**config.mk**
```make
export PLATFORM = sky130hd
export DESIGN_NAME = button_event_decoder
export DESIGN_NICKNAME = d
export VERILOG_FILES = /design/src/rtl/button_event_decoder.sv
export SDC_FILE = /design/constraint.sdc
export NUM_CORES = 1
export LEC_CHECK = 0
export ABC_AREA = 1
export CORE_MARGIN = 2
export CORE_UTILIZATION = 62
export DETAILED_ROUTE_END_ITERATION = 10
export DONT_BUFFER_PORTS = 1
export HOLD_SLACK_MARGIN = 0.06
export PLACE_DENSITY = 0.88
export SLEW_MARGIN = 30
export SYNTH_ARGS = -nofsm -noshare
export SYNTH_HDL_FRONTEND = slang
export SYNTH_SLANG_ARGS = --single-unit
```
**constraint.sdc**
```tcl
create_clock -name i_SYS_CLOCK -period 2.69 [get_ports i_SYS_CLOCK]
set_clock_uncertainty 0.1 [all_clocks]
set_input_delay 0.538 -clock i_SYS_CLOCK [delete_from_list [all_inputs] [get_ports i_SYS_CLOCK]]
set_output_delay 0.538 -clock i_SYS_CLOCK [all_outputs]
set_load 0.005 [all_outputs]
```
**src/rtl/button_event_decoder.sv**
```systemverilog
// Button gesture decoder: synchronizes a debounced button and classifies
// click sequences into short, long and double events plus raw edge pulses.
module button_event_decoder #(
  parameter int unsigned p_TICK_DIV     = 50000,
  parameter int unsigned p_LONG_TICKS   = 500,
  parameter int unsigned p_DOUBLE_TICKS = 250
) (
  input  logic i_SYS_CLOCK,
  input  logic i_RESET_N,
  input  logic i_BTN,
  output logic o_HELD,
  output logic o_PRESS,
  output logic o_RELEASE,
  output logic o_SHORT,
  output logic o_LONG,
  output logic o_DOUBLE
);

  localparam logic [2:0] ST_IDLE        = 3'd0;
  localparam logic [2:0] ST_PRESSED1    = 3'd1;
  localparam logic [2:0] ST_WAIT_SECOND = 3'd2;
  localparam logic [2:0] ST_PRESSED2    = 3'd3;
  localparam logic [2:0] ST_LONG_HELD   = 3'd4;

  localparam logic [15:0] DIV_LAST     = 16'(p_TICK_DIV - 1);
  localparam logic [9:0]  LONG_TICKS   = 10'(p_LONG_TICKS);
  localparam logic [9:0]  DOUBLE_TICKS = 10'(p_DOUBLE_TICKS);
  localparam logic [9:0]  TICK_MAX     = 10'd1023;

  logic [1:0]  sync_reg;
  logic        level_reg;
  logic        held_reg;
  logic        press_reg;
  logic        release_reg;
  logic        short_reg;
  logic        long_reg;
  logic        double_reg;
  logic [2:0]  state_reg;
  logic [2:0]  state_next;
  logic [15:0] presc_reg;
  logic [15:0] presc_next;
  logic [9:0]  tick_cnt_reg;
  logic [9:0]  tick_cnt_next;
  logic [9:0]  tick_inc;
  logic        tick;
  logic        long_hit;
  logic        double_hit;
  logic        state_change;
  logic        press_edge;
  logic        release_edge;
  logic        short_next;
  logic        long_next;
  logic        double_next;

  // level_reg is the synchronized level; held_reg is its previous value and
  // doubles as the o_HELD output, so edges and o_HELD land on the same edge.
  always_ff @(posedge i_SYS_CLOCK) begin
    if (!i_RESET_N) begin
      sync_reg  <= 2'b00;
      level_reg <= 1'b0;
      held_reg  <= 1'b0;
    end else begin
      sync_reg  <= {sync_reg[0], i_BTN};
      level_reg <= sync_reg[1];
      held_reg  <= level_reg;
    end
  end

  assign press_edge   = level_reg & ~held_reg;
  assign release_edge = ~level_reg & held_reg;

  // Tick timer: thresholds compare against the value the counter is about to
  // take, so the event fires exactly N*p_TICK_DIV cycles after state entry.
  always_comb begin
    tick     = (presc_reg == DIV_LAST);
    tick_inc = (tick_cnt_reg == TICK_MAX) ? TICK_MAX : tick_cnt_reg + 10'd1;
    long_hit   = tick && (tick_inc == LONG_TICKS);
    double_hit = tick && (tick_inc == DOUBLE_TICKS);
  end

  always_comb begin
    state_next  = state_reg;
    short_next  = 1'b0;
    long_next   = 1'b0;
    double_next = 1'b0;
    case (state_reg)
      ST_IDLE: begin
        if (press_edge) state_next = ST_PRESSED1;
      end
      ST_PRESSED1: begin
        if (release_edge) begin
          state_next = ST_WAIT_SECOND;
        end else if (long_hit) begin
          state_next = ST_LONG_HELD;
          long_next  = 1'b1;
        end
      end
      ST_WAIT_SECOND: begin
        if (press_edge) begin
          state_next = ST_PRESSED2;
        end else if (double_hit) begin
          state_next = ST_IDLE;
          short_next = 1'b1;
        end
      end
      ST_PRESSED2: begin
        if (release_edge) begin
          state_next  = ST_IDLE;
          double_next = 1'b1;
        end
      end
      ST_LONG_HELD: begin
        if (release_edge) state_next = ST_IDLE;
      end
      default: state_next = ST_IDLE;
    endcase
  end

  assign state_change = (state_next != state_reg);

  always_comb begin
    presc_next    = presc_reg;
    tick_cnt_next = tick_cnt_reg;
    if (state_change) begin
      presc_next    = 16'd0;
      tick_cnt_next = 10'd0;
    end else if (tick) begin
      presc_next    = 16'd0;
      tick_cnt_next = tick_inc;
    end else begin
      presc_next    = presc_reg + 16'd1;
    end
  end

  always_ff @(posedge i_SYS_CLOCK) begin
    if (!i_RESET_N) begin
      state_reg    <= ST_IDLE;
      presc_reg    <= 16'd0;
      tick_cnt_reg <= 10'd0;
      press_reg    <= 1'b0;
      release_reg  <= 1'b0;
      short_reg    <= 1'b0;
      long_reg     <= 1'b0;
      double_reg   <= 1'b0;
    end else begin
      state_reg    <= state_next;
      presc_reg    <= presc_next;
      tick_cnt_reg <= tick_cnt_next;
      press_reg    <= press_edge;
      release_reg  <= release_edge;
      short_reg    <= short_next;
      long_reg     <= long_next;
      double_reg   <= double_next;
    end
  end

  assign o_HELD    = held_reg;
  assign o_PRESS   = press_reg;
  assign o_RELEASE = release_reg;
  assign o_SHORT   = short_reg;
  assign o_LONG    = long_reg;
  assign o_DOUBLE  = double_reg;

endmodule

```
==> impl_metrics.csv <==
group,metric,value,unit
place,finalWeightedCongestion,0.891,
global_routing,grt_pass1_vias,1664,
final_layout,syn2layout_area_growth,5.22,%
place,dp_hpwl,2860,um
logic_synthesis,synth_edf_count,0,
setup_path,slowest_delay,0.44,ns
logic_synthesis,synth_warnings,0,
clocking,clock_path_buffers,2,
setup_path,cp_slowest_cell,"dfxtp_1",
drt,drtPass1Iterations,6,
clocking,cts.sinks,38,
global_routing,grt_max_degree,17,
clocking,clkLatencyLatePin,0.35,ns
global_routing,antenna_found_initial,0,
setup_path,r2r-start,"tick_cnt_reg[0]",
logic_synthesis,synth_common_cells,"nand2_1, nor2_1, inv_1",
drt,routedWlPerCell,11.2,um
floorplan,die_h,60.7,um
timing,min_period,2.40,ns
drt,ant_nets,0,
logic_synthesis,ys_seq_elements,38,
flow_run,maxCapViolCount,0,
setup_path,cp-end-kind,"flip-flop",
logic_synthesis,synthesis.area,1990,um2
drt,vias,1739,
final_layout,ff_latch_area,761,um2
timing,rsz0062_at_grt,"false",
drt,drc,0,
min_path,hp-class,"primary input to flip-flop",
timing,fmax,416,MHz
drt,viasPerCell,5.08,
timing,finalMaxSlewViolations,0,
setup_path,crit_type,"flip-flop to flip-flop",
setup_path,worstRegToRegCells,14,
setup_path,path_cells,"ha_1 > nand2_2 > nor2_4 > nand3_4 > nand3_1 > nand2_1 > nor2_2 > nand3_1 > nand2_1 > nand3_1 > nand2_1 > inv_2 > nand3_4 > nor2_1",
setup_path,cp_top_family,"simple AND/OR/NAND/NOR gates",
timing,setup-violations-final,0,
drt,drt-initial-drc-count,88,
logic_synthesis,synth_top_cell_area_share,38.2,%
min_path,worstHoldEndpoint,"sync_reg[1]",
final_layout,antenna_cells,0,
floorplan,ios,9,
power,p_per_area,441,nW/um2
floorplan,initial_utilization,65.2,%
timing,hold_viol,0,
logic_synthesis,synth_fp_nets,297,
clocking,root_buffer,"clkbuf_4",
floorplan,core,3050,um2
power,peakVddDrop,0.357,mV
clocking,cts_buffers,5,
place,io_buffers,0,
logic_synthesis,yosysUniqueCellTypes,23,
logic_synthesis,yosysMostFrequentCell,"nand2_1",
setup_path,path_depth,14,
setup_path,r2r_slack,0.29,ns
clocking,cts_tree,"done",
setup_path,path_buf_inv,1,
timing,setup_ws,0.288,ns
clocking,holdBufCountCts,0,
logic_synthesis,synthArstFlopShare,0,%
min_path,hold_depth,2,
logic_synthesis,synth_area_leaders,"dfxtp_1, nand2_1, nor2_1",
final_layout,drive_gt1_share,10.7,%
floorplan,num_rows,20,
timing,min_period_over_period,89.3,%
power,p_leak,0.000805,uW
clocking,ctsResizeCount,0,
min_path,min_from,"i_RESET_N",
global_routing,grt_use_total,24.0,%
setup_path,path_max_fanout,16,
place,place_ws,0.325,ns
global_routing,grt_pass1_wl,6630,um
power,power.total,924,uW
timing,worst_slew_pin_slew,0.419,ns
logic_synthesis,yosysSeqAreaShare,38.2,%
logic_synthesis,yosys_most_used_dff,"dfxtp_1",
setup_path,r2r-end,"presc_reg[5]",
floorplan,die_w,60.7,um
final_layout,multiInputGateArea,1020,um2
floorplan,die_area,3680,um2
setup_path,crit_required,2.83,ns
timing,fin_tns_setup,0,ns
run_status,outcome,"complete, no violations",
logic_synthesis,yosys.area.top_type,"dfxtp_1",
logic_synthesis,avgSynthCellArea,6.82,um2
setup_path,crit_path_start_kind,"flip-flop",
clocking,path_clk_slew,0.12,ns
timing,maxSlewHeadroom,71.8,%
clocking,post-cts-setup-buffers,0,
final_layout,largest_register_ffs,16,
setup_path,cp.arrival,2.54,ns
drt,wirelength,3820,um
clocking,htreeDepth,2,
logic_synthesis,syn_inst,292,
final_layout,nNetsFinal,302,
global_routing,gr-total-overflow,0,
final_layout,fill_cells,287,
[final cells by class]
class / instances / share of cell area (%)
Multi-Input combinational cell: 200 / 48.5
Sequential cell: 38 / 36.3
Inverter: 51 / 9.14
Tap cell: 44 / 2.63
Clock buffer: 6 / 2.45
Clock inverter: 2 / 0.597
Timing Repair Buffer: 1 / 0.358
[cells by family (layout without fill, tap and decap cells)]
logic type               after synthesis  in the layout  synth area share [%]
AND/OR/NAND/NOR                      164            164                  38.5
buffers and inverters                 54             60                  10.7
flip-flops                            38             38                  38.2
AO/OA/AOI/OAI                         20             20                  5.15
XOR/XNOR                              14             14                  6.16
adder cells (fa/ha/maj)                2              2                  1.26
[power by group]
part	internal, uW	switching (uW)	total (uW)
clock network	126	189	314
logic	10.2	24.6	34.8
registers	570	4.87	575
[metal layers]
layer | global-route usage [%] | up-vias | share of wire, %
li1 | - | 907 | -
met1 | 26.8 | 796 | 45
met2 | 42.4 | 25 | 50
met3 | 6.40 | 11 | 3.3
met4 | 11.2 | 0 | 2.1
met5 | 0 | - | 0
[placed cells by master, fill, tap and decap left out, drive strengths merged, types with 2 or more instances in the layout]
cell type,instances
nor2,68
a21oi,10
nor3,10
o21ai,9
nand2,59
inv,51
nand3,22
dfxtp,38
ha,2
nand4,3
xnor2,3
clkbuf,6
nor4,2
xor2,11
[how the worst max path moves through the flow]
stage / start / to / slack [ns]
floorplan: tick_cnt_reg[0] / presc_reg[7] / 0.60
global placement: tick_cnt_reg[0] / presc_reg[2] / 0.41
detailed placement: tick_cnt_reg[0] / presc_reg[1] / 0.33
CTS: tick_cnt_reg[0] / presc_reg[1] / 0.30
global route: tick_cnt_reg[0] / presc_reg[2] / 0.02
finish: tick_cnt_reg[0] / presc_reg[5] / 0.29
[through the flow]
stage               utilization [%]  area, um2  hold WS (ns)  cells
floorplan                         -       1990         0.290    292
global placement               66.5       2030         0.294    334
detailed placement             66.5       2030         0.313    334
CTS                            68.6       2090         0.183    342
global route                   68.6       2090         0.186    342
finish                         68.6       2090         0.187    342
Power figures use the tool's default switching activity.
